`src/rtl/ascon_round_ctrl.sv`:
```
// Round sequencer for the ASCON permutation: steps the round index through
// p12 (0..11) or p6 (6..11) and drives the datapath enable, mux select and round constant.
module ascon_round_ctrl (
  input  logic       clock_i,
  input  logic       resetb_i,
  input  logic       start_i,
  input  logic       mode_i,
  input  logic       abort_i,
  output logic       busy_o,
  output logic       done_o,
  output logic       en_state_o,
  output logic       sel_init_o,
  output logic [3:0] round_idx_o,
  output logic [7:0] round_const_o
);

  typedef enum logic [1:0] {
    S_IDLE = 2'd0,
    S_RUN  = 2'd1,
    S_DONE = 2'd2
  } state_t;

  localparam logic [3:0] LAST_IDX = 4'd11;

  state_t     r_state;
  logic [3:0] r_idx;
  logic       r_busy;
  logic       r_done;
  logic       r_en;
  logic       r_sel;
  logic [7:0] r_const;

  state_t     w_nstate;
  logic [3:0] w_nidx;
  logic       w_nfirst;
  logic [3:0] w_start_idx;

  assign w_start_idx = mode_i ? 4'd6 : 4'd0;

  always_comb begin
    w_nstate = S_IDLE;
    w_nidx   = '0;
    w_nfirst = 1'b0;
    if (!abort_i) begin
      case (r_state)
        S_IDLE, S_DONE: begin
          if (start_i) begin
            w_nstate = S_RUN;
            w_nidx   = w_start_idx;
            w_nfirst = 1'b1;
          end
        end
        S_RUN: begin
          // >= rather than == so a corrupted index still terminates the run
          if (r_idx >= LAST_IDX) begin
            w_nstate = S_DONE;
          end else begin
            w_nstate = S_RUN;
            w_nidx   = r_idx + 4'd1;
          end
        end
        default: begin
          w_nstate = S_IDLE;
        end
      endcase
    end
  end

  // Outputs are registered from the next-state values so they are pure Moore
  // outputs of the state/index registers with no input-to-output path.
  always_ff @(posedge clock_i or negedge resetb_i) begin
    if (!resetb_i) begin
      r_state <= S_IDLE;
      r_idx   <= '0;
      r_busy  <= 1'b0;
      r_done  <= 1'b0;
      r_en    <= 1'b0;
      r_sel   <= 1'b0;
      r_const <= '0;
    end else begin
      r_state <= w_nstate;
      r_idx   <= w_nidx;
      r_busy  <= (w_nstate == S_RUN);
      r_en    <= (w_nstate == S_RUN);
      r_done  <= (w_nstate == S_DONE);
      r_sel   <= w_nfirst;
      r_const <= (w_nstate == S_RUN) ? {4'hF - w_nidx, w_nidx} : '0;
    end
  end

  assign busy_o        = r_busy;
  assign done_o        = r_done;
  assign en_state_o    = r_en;
  assign sel_init_o    = r_sel;
  assign round_idx_o   = r_idx;
  assign round_const_o = r_const;

endmodule

```
`config.mk`:
```
export PLATFORM = sky130hd
export DESIGN_NAME = ascon_round_ctrl
export DESIGN_NICKNAME = d
export VERILOG_FILES = /design/src/rtl/ascon_round_ctrl.sv
export SDC_FILE = /design/constraint.sdc
export NUM_CORES = 1
export LEC_CHECK = 0
export ABC_AREA = 1
export BUFFER_PORTS_ARGS = -buffer_cell sky130_fd_sc_hd__buf_2
export CAP_MARGIN = 20
export CORE_AREA = 2 2 41 43
export DETAILED_ROUTE_END_ITERATION = 8
export DIE_AREA = 0 0 43 45
export GPL_ROUTABILITY_DRIVEN = 0
export PLACE_DENSITY_LB_ADDON = 0.3
export SLEW_MARGIN = 5
export SYNTH_ARGS = -nofsm -noshare
export SYNTH_HDL_FRONTEND = slang
export SYNTH_SLANG_ARGS = --single-unit
```
`constraint.sdc`:
```
create_clock -name clock_i -period 2.2 [get_ports clock_i]
set_clock_uncertainty 0.1 [all_clocks]
set_input_delay 0.11 -clock clock_i [delete_from_list [all_inputs] [get_ports clock_i]]
set_output_delay 0.11 -clock clock_i [all_outputs]
set_load 0.01 [all_outputs]
```
After elaboration in Yosys (flattened, before gate mapping) --
Cells that the tools add are included.
Storage, ports and cells: bits in registers 17, input bits 5, output and inout bits 16
Cells by class: $add $sub $neg 2, $lt $le $gt $ge 1, equal/unequal tests 4, mux-type cells 13, reductions and logical operators 2
Operators with widths (count):
- $mux 4 | 2
- $mux 8 | 1
- $pmux 4 s2 | 1
- $mux 3 | 2
- $add 4x1->4 const B | 1
- $eq 2x1->1 const B | 2
- $eq 2x2->1 const B | 2
- $ge 4x4->1 const B | 1
- $mux 1 | 4
- $mux 2 | 2
- $pmux 2 s2 | 1
- $sub 4x4->4 const A | 1
- $logic_not 2->1 | 1
- $reduce_or 2->1 | 1

Logic depth before layout (Yosys ltp) --
depth in word-level cells 6, depth in mapped cells 7

Worst setup path after synthesis --
OpenSTA, ideal clock, no wires.
kind register to register, start register r_idx[0] (netlist: round_idx_o[0]), end register r_const[5] (netlist: round_const_o[5]), data arrival time 1.180 ns, data required time 2.029 ns, slack 0.849 ns, cell stages (with the launch flop) 7, buffers on the path 0, period minus slack after synthesis 1.351 ns, path through dfrtp_1 > ha_1 > o21ai_2 > nand2_1 > nand2_4 > inv_2 > nor2_1
On the way: longest elaborated chain between the ends 6
Ends and longest elaborated chain:
- start, declared | RTL line 26 | logic [3:0] r_idx;
- start signal, assigned | RTL line 82 | r_idx <= w_nidx;
- $ge 4x4->1 | RTL line 55 | if (r_idx >= LAST_IDX) begin
- $mux 2 | RTL line 55
- $pmux 2 s2 | RTL line 45 | case (r_state)
- $mux 2 | RTL line 44 | if (!abort_i) begin
- named net w_nstate[0] | RTL line 33 | state_t w_nstate;
- $eq 2x1->1 | RTL line 87 | r_const <= (w_nstate == S_RUN) ? {4'hF - w_nidx, w_nidx} : '0;
- $mux 8 | RTL line 87
- end signal, assigned | RTL line 87
- end, declared | RTL line 31 | logic [7:0] r_const;
The timed path passes the listed nets, and every way through them passes these cells.

Worst setup path after layout --
start input port abort_i, end register r_sel (netlist: sel_init_o)
On the way: longest elaborated chain between the ends 1
Ends and longest elaborated chain:
- start, declared | RTL line 8 | input logic abort_i,
- $mux 1 | RTL line 44
- named net w_nfirst | RTL line 35 | logic w_nfirst;
- end signal, assigned | RTL line 86 | r_sel <= w_nfirst;
- end, declared | RTL line 30 | logic r_sel;
The timed path passes the listed nets, and every way through them passes these cells.

==> results.md <==
Status
• **run status** completed

Timing
• **tightest slew margin relative to the limit** 76.0%
• **minimum period implied by the final worst setup slack** 1480 ps
• **timing-limited maximum frequency** 677 MHz
• **setup repair after global routing missed its margin** no
• **final worst path period share** 67.2%
• **Final Hold Vio Count** 0
• **post-route setup TNS** 0 ps
• **transition time at the pin with the least slew margin** 360 ps
• **number of max-slew violations in the final report** 0
• **fin worst setup slack** 723 ps
• **final setup violation count** 0

Die
• **Die Span X** 43 um
• **height of the die** 45 um
• **area enclosed by the die boundary** 1940 um2
• **core area** 1470 um2
• **total I/O pin count** 21
• **starting density of the core** 43.2%
• **Std-Cell Rows** 14

Layout
• **count of inserted antenna diode cells** 0
• **share of layout cells above drive strength 1** 32.6%
• **Final nets** 96
• **multi-input combinational cell area** 154 um2
• **Seq. cell area** 425 um2
• **Filler Cell Count** 144
• **relative area change from synthesis to final layout** 28.1%

Pwr
• **combinational group share of total power** 13.9%
• **register share of total power** 58.0%
• **Leak Pwr** 0.523 nW
• **IR drop worst, VDD** 0.445 mV
• **Internal Power** 0.437 mW
• **power per cell area** 724 nW/um2
• **Clock Power Share** 28.1%
• **switching pwr** 0.152 mW
• **Sw Ratio** 25.9%

Clock network
• **hold buffer count at CTS** 4
• **Clock Sinks** 17
• **clock root buffer master** clkbuf_4
• **worst-case clock buffer depth** 2
• **post-CTS setup buffers** 0
• **CTS resizes** 0
• **Clock Pin Slew Worst Setup and Hold Paths** 90 ps
• **TritonCTS clock tree** built
• **H-tree lvl count** 1
• **CTS buffer count** 3
• **clock latency reported for the late side of the worst-skew pair** 290 ps

Critical path
• **Cell Chain, Critical Path** dlygate4sd3_1 -> buf_2 -> nor3_2 -> dlygate4sd3_1
• **Critical Path Max Stage Delay** 590 ps
• **Worst Path Buf+Inv** 3
• **most prevalent standard cell on the critical path** dlygate4sd3_1
• **start-to-end type of the worst setup path** input pin to register
• **arrival time of the worst setup path** 1610 ps
• **CP max-delay cell** dlygate4sd3_1
• **startpoint types** input pin
• **required time at the endpoint of the critical path** 2340 ps
• **kind of capture point of the worst setup path** register
• **critical-path maximum fanout** 3
• **cell family contributing the most delay on the critical path** buffers and inverters

Route
• **final wirelength** 1100 um
• **routed len/inst** 10.5 um
• **first-pass iteration count of the detailed router** 4
• **drt initial violations** 4
• **DRC Markers** 0
• **detailed-route via count** 469
• **count of nets left with antenna violations after detail routing** 0
• **routed via count divided by cell count** 4.47

Global route
• **met3 Track Usage GR** 2.40%
• **met1 Use GR** 15.7%
• **total global routing track utilization** 14.4%
• **grt ovf** 0
• **via count of the first global-routing pass** 474
• **largest net degree at the start of global routing** 18
• **busiest layer in global routing** met2
• **antenna violations before repair** 0
• **routing usage on met2** 24.2%
• **global-route wire length before repair** 1940 um

Logic synthesis
• **proportion of synthesized chip area in sequential cells** 66.9%
• **post-synth cell types** 13
• **synthesized area divided by synthesized cell count** 10.3 um2
• **total standard cell area after synthesis** 636 um2
• **count of state elements after synthesis** 17
• **Yosys Warn Count** 0
• **Net Count, Synth** 68
• **number of standard cells after synthesis** 62

Placement
• **half-perimeter wire length after detailed placement** 822 um
• **Port Buf Inserts** 20
• **Setup Slack @ Placement** 766 ps

Run
• **# Max-Cap Violations** 0

Min path
• **hold crit path type** input pin to register

-- registers in the layout, summed over array words and instances, names as in the netlist --
signal	cells
done_o	1
sel_init_o	1
en_state_o	1
round_const_o	8
r_state	2
round_idx_o	4
-- worst paths after layout --
kind | start | endpoint | slack, ps | depth (start not counted)
worst min-delay path | start_i | en_state_o$_DFF_PN0_ | 70 | 5
min in group asynchronous | resetb_i | round_const_o[6]$_DFF_PN0_ | 150 | 2
worst min register to register | r_state[0]$_DFF_PN0_ | en_state_o$_DFF_PN0_ | 510 | 3
worst max-delay path | abort_i | sel_init_o$_DFF_PN0_ | 720 | 4
max in group asynchronous | resetb_i | round_const_o[0]$_DFF_PN0_ | 1590 | 2
worst max register to register | round_idx_o[0]$_DFF_PN0_ | round_const_o[6]$_DFF_PN0_ | 760 | 6
-- final cells by class --
class / instances / share of cell area [%]
tap: 16 / 2.46
clock buffer: 4 / 3.23
timing repair buffer: 24 / 17.2
inverter: 13 / 5.99
sequential: 17 / 52.2
multi-input combinational: 31 / 18.9
-- per-stage QoR --
stage	hold WS (ps)	total power [mW]	area [um2]	utilization, %	std cells
finish	66.8	0.589	815	55.4	105
floorplan	-286	0.391	636	-	62
global placement	-61.5	0.424	748	50.9	97
global route	93.3	0.618	815	55.4	105
CTS	58.2	0.596	815	55.4	105
detailed placement	-55.7	0.426	748	50.9	97
-- cell families after synthesis --
logic type	synth area share, %
AO/OA/AOI/OAI	1.38
adder cells (fa/ha/maj)	1.97
buffers and inverters	8.86
flip-flops	66.9
AND/OR/NAND/NOR	20.9
-- power groups by stage --
stage	Combinational [mW]	Clock [mW]	Sequential, mW
after detailed placement	0.0779	0	0.348
final	0.0820	0.166	0.342
after floorplan	0.0320	0	0.359
after global placement	0.0763	0	0.348
after global routing	0.0931	0.180	0.345
after CTS	0.0839	0.170	0.342
-- tightest hold or removal path, stage by stage --
cell     delay (ps)
buf_2           100
inv_1            60
nor3_2           50
inv_2            70
nand2_1          50
-- routing by layer --
metal  wire [um]  share of wire [%]
met1         459                 42
met3          50                4.5
met4          38                3.4
met5           0                  0
met2         555                 50
-- Yosys cell counts --
master,number,area share [%]
nand2_1,14,8.3
nand3_1,3,2.4
ha_1,1,2.0
nor3_2,1,1.6
inv_2,2,1.2
nand3b_1,1,1.2
o21ai_2,1,1.4
nor2_2,1,0.98
dfrtp_1,17,67
inv_1,11,6.5
nand2_4,1,1.8
buf_4,1,1.2
nor2_1,8,4.7
-- cell usage in the layout (no fill, tap or decap) --
cell type,netlist,routed
buf_2,0,20
clkbuf_1,0,1
clkbuf_4,0,3
dfrtp_1,17,17
dlygate4sd3_1,0,4
ha_1,1,1
inv_1,11,11
inv_2,2,2
nand2_1,14,14
nand2_4,1,1
nand3_1,3,3
nand3b_1,1,1
nor2_1,8,8
nor2_2,1,1
nor3_2,1,1
o21ai_2,1,1
(Power assumes the default switching activity.)
